File: src/rtl/inst_enc_pkg.sv
// Shared RV32IM/Zicsr encoding constants: instruction kinds, major opcodes and fixed words.
// The core decoder imports its opcode definitions from here as well.
package inst_enc_pkg;

  typedef enum logic [3:0] {
    KIND_LUI    = 4'd0,
    KIND_AUIPC  = 4'd1,
    KIND_JAL    = 4'd2,
    KIND_JALR   = 4'd3,
    KIND_BRANCH = 4'd4,
    KIND_LOAD   = 4'd5,
    KIND_STORE  = 4'd6,
    KIND_IMM    = 4'd7,
    KIND_REG    = 4'd8,
    KIND_MEXT   = 4'd9,
    KIND_CSR    = 4'd10,
    KIND_SYSTEM = 4'd11
  } kind_e;

  localparam logic [6:0] OPC_LUI    = 7'b0110111;
  localparam logic [6:0] OPC_AUIPC  = 7'b0010111;
  localparam logic [6:0] OPC_JAL    = 7'b1101111;
  localparam logic [6:0] OPC_JALR   = 7'b1100111;
  localparam logic [6:0] OPC_BRANCH = 7'b1100011;
  localparam logic [6:0] OPC_LOAD   = 7'b0000011;
  localparam logic [6:0] OPC_STORE  = 7'b0100011;
  localparam logic [6:0] OPC_OP_IMM = 7'b0010011;
  localparam logic [6:0] OPC_OP     = 7'b0110011;
  localparam logic [6:0] OPC_SYSTEM = 7'b1110011;

  localparam logic [6:0] FUNCT7_BASE = 7'b0000000;
  localparam logic [6:0] FUNCT7_ALT  = 7'b0100000;
  localparam logic [6:0] FUNCT7_MEXT = 7'b0000001;

  localparam logic [31:0] INST_NOP    = 32'h0000_0013;
  localparam logic [31:0] INST_ECALL  = 32'h0000_0073;
  localparam logic [31:0] INST_EBREAK = 32'h0010_0073;
  localparam logic [31:0] INST_MRET   = 32'h3020_0073;

  // True when every bit above msb is a copy of bit msb, i.e. v fits as a signed (msb+1)-bit value.
  function automatic logic fits_signed(input logic [31:0] v, input logic [4:0] msb);
    logic ok;
    ok = 1'b1;
    for (int i = 0; i < 32; i++) begin
      if ((i > int'(msb)) && (v[i] != v[msb])) begin
        ok = 1'b0;
      end else begin
        ok = ok;
      end
    end
    return ok;
  endfunction

endpackage

File: src/rtl/inst_enc_comb.sv
// Purely combinational fields-to-instruction encoder with legality check.
// Illegal or out-of-range fields yield err = 1 and a NOP word.
module inst_enc_comb
  import inst_enc_pkg::*;
(
  input  logic [3:0]  kind,
  input  logic [2:0]  funct3,
  input  logic        alt,
  input  logic [4:0]  rd,
  input  logic [4:0]  rs1,
  input  logic [4:0]  rs2,
  input  logic [31:0] imm,
  input  logic [11:0] csr_addr,
  input  logic [1:0]  sys_sel,
  output logic [31:0] inst,
  output logic        err
);

  logic [31:0] word_s;
  logic        bad_s;
  logic        i_ok_s;
  logic        b_ok_s;
  logic        j_ok_s;
  logic        small_s;

  // Encode each instruction class and flag illegal field combinations.
  always_comb begin
    word_s  = INST_NOP;
    bad_s   = 1'b0;
    i_ok_s  = fits_signed(imm, 5'd11);
    b_ok_s  = fits_signed(imm, 5'd12) && (imm[0] == 1'b0);
    j_ok_s  = fits_signed(imm, 5'd20) && (imm[0] == 1'b0);
    small_s = (imm[31:5] == 27'd0);
    case (kind_e'(kind))
      KIND_LUI: begin
        bad_s  = (imm[11:0] != 12'd0);
        word_s = {imm[31:12], rd, OPC_LUI};
      end
      KIND_AUIPC: begin
        bad_s  = (imm[11:0] != 12'd0);
        word_s = {imm[31:12], rd, OPC_AUIPC};
      end
      KIND_JAL: begin
        bad_s  = !j_ok_s;
        word_s = {imm[20], imm[10:1], imm[11], imm[19:12], rd, OPC_JAL};
      end
      KIND_JALR: begin
        bad_s  = !i_ok_s || (funct3 != 3'b000);
        word_s = {imm[11:0], rs1, funct3, rd, OPC_JALR};
      end
      KIND_BRANCH: begin
        bad_s  = !b_ok_s || (funct3[2:1] == 2'b01);
        word_s = {imm[12], imm[10:5], rs2, rs1, funct3, imm[4:1], imm[11], OPC_BRANCH};
      end
      KIND_LOAD: begin
        bad_s  = !i_ok_s || (funct3 == 3'b011) || (funct3[2:1] == 2'b11);
        word_s = {imm[11:0], rs1, funct3, rd, OPC_LOAD};
      end
      KIND_STORE: begin
        bad_s  = !i_ok_s || (funct3 > 3'b010);
        word_s = {imm[11:5], rs2, rs1, funct3, imm[4:0], OPC_STORE};
      end
      KIND_IMM: begin
        // Shifts carry a 5-bit shamt with funct7 in the upper immediate bits.
        if (funct3[1:0] == 2'b01) begin
          bad_s  = !small_s || ((funct3[2] == 1'b0) && alt);
          word_s = {(funct3[2] && alt) ? FUNCT7_ALT : FUNCT7_BASE, imm[4:0], rs1, funct3, rd,
                    OPC_OP_IMM};
        end else begin
          bad_s  = !i_ok_s;
          word_s = {imm[11:0], rs1, funct3, rd, OPC_OP_IMM};
        end
      end
      KIND_REG: begin
        bad_s  = 1'b0;
        word_s = {alt ? FUNCT7_ALT : FUNCT7_BASE, rs2, rs1, funct3, rd, OPC_OP};
      end
      KIND_MEXT: begin
        bad_s  = 1'b0;
        word_s = {FUNCT7_MEXT, rs2, rs1, funct3, rd, OPC_OP};
      end
      KIND_CSR: begin
        bad_s  = (funct3[1:0] == 2'b00) || (funct3[2] && !small_s);
        word_s = {csr_addr, funct3[2] ? imm[4:0] : rs1, funct3, rd, OPC_SYSTEM};
      end
      KIND_SYSTEM: begin
        case (sys_sel)
          2'd0: begin
            bad_s  = (funct3 != 3'b000);
            word_s = INST_ECALL;
          end
          2'd1: begin
            bad_s  = (funct3 != 3'b000);
            word_s = INST_EBREAK;
          end
          2'd2: begin
            bad_s  = (funct3 != 3'b000);
            word_s = INST_MRET;
          end
          default: begin
            bad_s  = 1'b1;
            word_s = INST_NOP;
          end
        endcase
      end
      default: begin
        bad_s  = 1'b1;
        word_s = INST_NOP;
      end
    endcase
  end

  assign inst = bad_s ? INST_NOP : word_s;
  assign err  = bad_s;

endmodule

File: src/rtl/inst_encoder.sv
// Instruction encoder top: one registered output stage with valid/ready handshake
// and a word-address counter that advances only on legal beats.
module inst_encoder
  import inst_enc_pkg::*;
#(
  parameter int ADDR_W = 10
) (
  input  logic              clk,
  input  logic              rst_n,
  input  logic              in_valid,
  output logic              in_ready,
  input  logic [3:0]        in_kind,
  input  logic [2:0]        in_funct3,
  input  logic              in_alt,
  input  logic [4:0]        in_rd,
  input  logic [4:0]        in_rs1,
  input  logic [4:0]        in_rs2,
  input  logic [31:0]       in_imm,
  input  logic [11:0]       in_csr_addr,
  input  logic [1:0]        in_sys_sel,
  input  logic              addr_clr,
  output logic              out_valid,
  input  logic              out_ready,
  output logic [31:0]       out_inst,
  output logic [ADDR_W-1:0] out_addr,
  output logic              out_err,
  output logic              addr_wrap
);

  localparam logic [ADDR_W-1:0] CNT_MAX = {ADDR_W{1'b1}};
  localparam logic [ADDR_W-1:0] CNT_ONE = {{(ADDR_W-1){1'b0}}, 1'b1};

  logic [31:0]       enc_inst_s;
  logic              enc_err_s;
  logic              accept_s;

  logic              out_valid_q, out_valid_d;
  logic [31:0]       out_inst_q,  out_inst_d;
  logic [ADDR_W-1:0] out_addr_q,  out_addr_d;
  logic              out_err_q,   out_err_d;
  logic              addr_wrap_q, addr_wrap_d;
  logic [ADDR_W-1:0] cnt_q,       cnt_d;

  inst_enc_comb u_comb (
    .kind     (in_kind),
    .funct3   (in_funct3),
    .alt      (in_alt),
    .rd       (in_rd),
    .rs1      (in_rs1),
    .rs2      (in_rs2),
    .imm      (in_imm),
    .csr_addr (in_csr_addr),
    .sys_sel  (in_sys_sel),
    .inst     (enc_inst_s),
    .err      (enc_err_s)
  );

  assign in_ready = !out_valid_q || out_ready;
  assign accept_s = in_valid && in_ready;

  // Next-state for the output stage and the address counter.
  always_comb begin
    out_inst_d  = out_inst_q;
    out_addr_d  = out_addr_q;
    out_err_d   = out_err_q;
    out_valid_d = out_valid_q;
    cnt_d       = cnt_q;
    addr_wrap_d = 1'b0;
    if (accept_s) begin
      out_valid_d = 1'b1;
      out_inst_d  = enc_inst_s;
      out_addr_d  = cnt_q;
      out_err_d   = enc_err_s;
    end else if (out_ready) begin
      out_valid_d = 1'b0;
    end else begin
      out_valid_d = out_valid_q;
    end
    // A clear overrides the increment and suppresses the wrap pulse.
    if (addr_clr) begin
      cnt_d = {ADDR_W{1'b0}};
    end else if (accept_s && !enc_err_s) begin
      cnt_d       = cnt_q + CNT_ONE;
      addr_wrap_d = (cnt_q == CNT_MAX);
    end else begin
      cnt_d = cnt_q;
    end
  end

  // State registers with synchronous active-low reset.
  always_ff @(posedge clk) begin
    if (!rst_n) begin
      out_valid_q <= 1'b0;
      out_inst_q  <= 32'd0;
      out_addr_q  <= {ADDR_W{1'b0}};
      out_err_q   <= 1'b0;
      addr_wrap_q <= 1'b0;
      cnt_q       <= {ADDR_W{1'b0}};
    end else begin
      out_valid_q <= out_valid_d;
      out_inst_q  <= out_inst_d;
      out_addr_q  <= out_addr_d;
      out_err_q   <= out_err_d;
      addr_wrap_q <= addr_wrap_d;
      cnt_q       <= cnt_d;
    end
  end

  assign out_valid = out_valid_q;
  assign out_inst  = out_inst_q;
  assign out_addr  = out_addr_q;
  assign out_err   = out_err_q;
  assign addr_wrap = addr_wrap_q;

endmodule

File: config.mk
export PLATFORM = sky130hd
export DESIGN_NAME = inst_encoder
export DESIGN_NICKNAME = d
export VERILOG_FILES = /design/src/rtl/inst_enc_pkg.sv /design/src/rtl/inst_enc_comb.sv /design/src/rtl/inst_encoder.sv
export SDC_FILE = /design/constraint.sdc
export NUM_CORES = 1
export LEC_CHECK = 0
export ABC_CLOCK_PERIOD_IN_PS = 2700
export CAP_MARGIN = 40
export CORE_MARGIN = 2
export CORE_UTILIZATION = 43
export DETAILED_ROUTE_END_ITERATION = 8
export GPL_ROUTABILITY_DRIVEN = 0
export GPL_TIMING_DRIVEN = 0
export HOLD_SLACK_MARGIN = 0.12
export PLACE_DENSITY = 0.89
export SYNTH_ARGS = -nofsm -noshare
export SYNTH_HDL_FRONTEND = slang
export SYNTH_SLANG_ARGS = --single-unit
File: constraint.sdc
create_clock -name clk -period 2.7 [get_ports clk]
set_input_delay 0.27 -clock clk [delete_from_list [all_inputs] [get_ports clk]]
set_output_delay 0.27 -clock clk [all_outputs]
set_load 0.02 [all_outputs]
==> flow_summary_export.csv <==
group,metric,value,unit
synthesis,syn-instance-count,383,
routing,drc,7,
floorplan,dieArea,7950,sq um
cts,cts_buffers,5,
synthesis,ys_async_sr_fraction,0,%
layout,diodes,0,
routing,drt_iter0_drc,420,
sta,setup_viol,0,
job,maxCapViolCount,0,
layout,fillCellCount,625,
routing,post_drt_wl_per_cell,16.8,um
routing,via_per_inst,5.93,
critical_path,worstPathArrival,2.86,ns
layout,stdcell_area,4560,sq um
pwr,leakagePower,1.53,nW
sta,slew_viol_final,0,
placement,placed_area,4400,sq um
layout,fin_cells,606,
grt,grt_max_degree,19,
critical_path,cp_max_fo,10,
sta,max_slew_margin,39.1,%
sta,final.setup.tns,0,ns
synthesis,synth.avg_cell_area,8.15,sq um
sta,rsz0062_at_grt,"false",
grt,grt_pass1_vias,3121,
placement,dp_hpwl,7710,um
synthesis,syn_nets,459,
synthesis,synth_warnings,0,
synthesis,synthDistinctLibCells,66,
cts,insertion_delay,0.31,ns
grt,grt_pass1_wl,15200,um
synthesis,synth_top_area_share,34.6,%
floorplan,rows,31,
synthesis,ys_ff_latch,54,
cts,holdBufCountCts,0,
sta,fin_crit_sh,97.0,%
sta,fmax,382,MHz
cts,htreeDepth,2,
layout,fin_util,63.9,%
floorplan,ios,120,
run_status,violations,"DRC",
synthesis,synth_area,3120,sq um
layout,drive_above_1_share,11.0,%
synthesis,yosysTopAreaCell,"dfxtp_1",
routing,detail-route-antenna-nets,0,
layout,fin_nets,582,
synthesis,synthTopCellsByArea,"dfxtp_1 35%, nand2_1 7.8%, o21ai_2 5.6%",
min_path,min_path_type,"primary input to register",
grt,grt_usage,24.4,%
critical_path,cp.required,2.94,ns
sta,fin_crit,2.62,ns
critical_path,start_kind,"primary input",
layout,area_growth_syn_to_layout,46.2,%
cts,clock_path_buffers,2,
cts,clk_pin_slew,0.11,ns
placement,io_buffer_count,115,
placement,placedCellCount,597,
synthesis,synthFlopType,"dfxtp_1",
synthesis,ys_seq_area_share,34.6,%
layout,ff_latch_area,1080,sq um
cts,cts_tree,"done",
grt,grt-ovfl-total,0,
critical_path,endpoint_kind,"register",
pwr,p_per_area,402,nW/um^2
sta,clock_skew,0.00869,ns
floorplan,core,7140,sq um
floorplan,initial_core_util,43.7,%
sta,hold_viol,0,
floorplan,fp.dieW,89.2,um
floorplan,die_h,89.2,um
routing,route.vias.total,3596,
sta,worst_slew_pin_slew,0.901,ns
routing,routed_wl,10200,um
layout,multi_input_area,1920,sq um
grt,antenna_found_initial,0,
synthesis,synth_edf_count,0,
critical_path,critPathKind,"primary input to register",
pwr,total_power,1.83,mW
cts,root_buffer,"clkbuf_8",
pwr,vdd_drop_max,0.232,mV
cts,cts.sinks,54,
routing,drt_first_pass_iters,9,
run_status,status,"finished with violations",
worst max-delay path: stages:
cell             delay [ns]
clkdlybuf4s50_1        0.50
nor4_4                 0.37
nand3_2                0.18
or4b_1                 0.49
nand4_1                0.16
nand4_4                0.18
or2_1                  0.27
buf_6                  0.14
buf_6                  0.15
o21ai_2                0.13
flip-flops by register name, indices dropped and copies added, names as in the netlist:
signal     flops
out_inst      31
out_err        1
out_valid      1
out_addr      10
cnt_q         10
addr_wrap      1
where the power goes:
| group | switching [mW] | leakage, nW | internal [mW] |
|---|---|---|---|
| sequential | 0.0107 | 0.437 | 0.815 |
| combinational | 0.235 | 1.03 | 0.207 |
| clock | 0.284 | 0.0587 | 0.282 |
cells in the final DEF, fill, tap and decap left out, drive strengths merged, types with 6 or more instances in the layout:
cell type,Yosys,routed
a222oi,11,11
clkbuf,18,23
or3,7,7
nand2b,8,8
nand2,65,65
buf,9,10
a21oi,32,32
clkdlybuf4s50,0,113
inv,7,8
dfxtp,54,54
nand3,11,11
a22oi,6,6
nor2,17,17
o21ai,36,36
nor4,9,9
nand4,11,11
nor3,8,8
cell families after synthesis:
| logic type | synth area share, % |
|---|---|
| flip-flops | 34.6 |
| AO/OA/AOI/OAI | 30.2 |
| XOR/XNOR | 0.281 |
| buffers and inverters | 5.25 |
| adder cells (fa/ha/maj) | 0.802 |
| AND/OR/NAND/NOR | 28.8 |
final cells by class:
cell class              count  area share [%]
plain buffers              27            3.02
repair buffers            116            25.4
inverters                   7           0.576
clock buffers               5            1.51
flip-flops and latches     54            23.7
well taps                  99            2.72
multi-input cells         295            42.0
clock inverters             3            1.04
worst paths after layout:
check / slack, ns / to / from / cells past startpoint
max reg2reg: 0.42 / out_inst[29]$_SDFFE_PN0P_ / out_valid$_SDFFE_PN0P_ / 10
max: 0.08 / out_inst[29]$_SDFFE_PN0P_ / in_imm[23] / 10
min reg2reg: 0.46 / out_addr[2]$_SDFFE_PN0P_ / out_addr[2]$_SDFFE_PN0P_ / 2
min: 0.42 / out_inst[13]$_SDFFE_PN0P_ / in_funct3[1] / 3
synthesized netlist by cell type, drive strengths merged, types with 2 or more instances:
master  number
and2         2
a21o         2
a22o         5
or4          3
o31a         2
o21ai       36
clkbuf      18
a221o        3
a22oi        6
nor4         9
a21oi       32
a221oi       2
a21boi       5
nor3         8
inv          7
a31oi        3
nor3b        2
a222oi      11
a211oi       4
nand2       65
dfxtp       54
or2          3
nor2b        3
nor4bb       2
o22ai        3
nor2        17
nand4       11
o31ai        2
ha           2
o211ai       3
nand4b       3
nand2b       8
buf          9
nand3       11
o21a         3
or3          7
metal layers:
metal  GRT usage (%)  part of all wire [%]
met5               0                     0
met4            7.46                   2.7
met3            4.52                   9.4
met2            37.9                    46
met1            34.3                    42
what timing repair did:
item / CTS / global route
gates resized for setup: 1 / 8
pin swaps: 0 / 2
endpoints found under the setup margin: 28 / 32
setup buffers: 0 / 1
per-stage QoR:
step,setup WS (ns),hold WS [ns]
3_5_place_dp,-0.387,0.443
4_1_cts,0.0000497,0.399
6_report,0.0801,0.420
5_1_grt,0.00281,0.421
2_1_floorplan,0.513,0.399
3_3_place_gp,-0.359,0.437
Note: power is estimated with default switching activity, not from simulation.
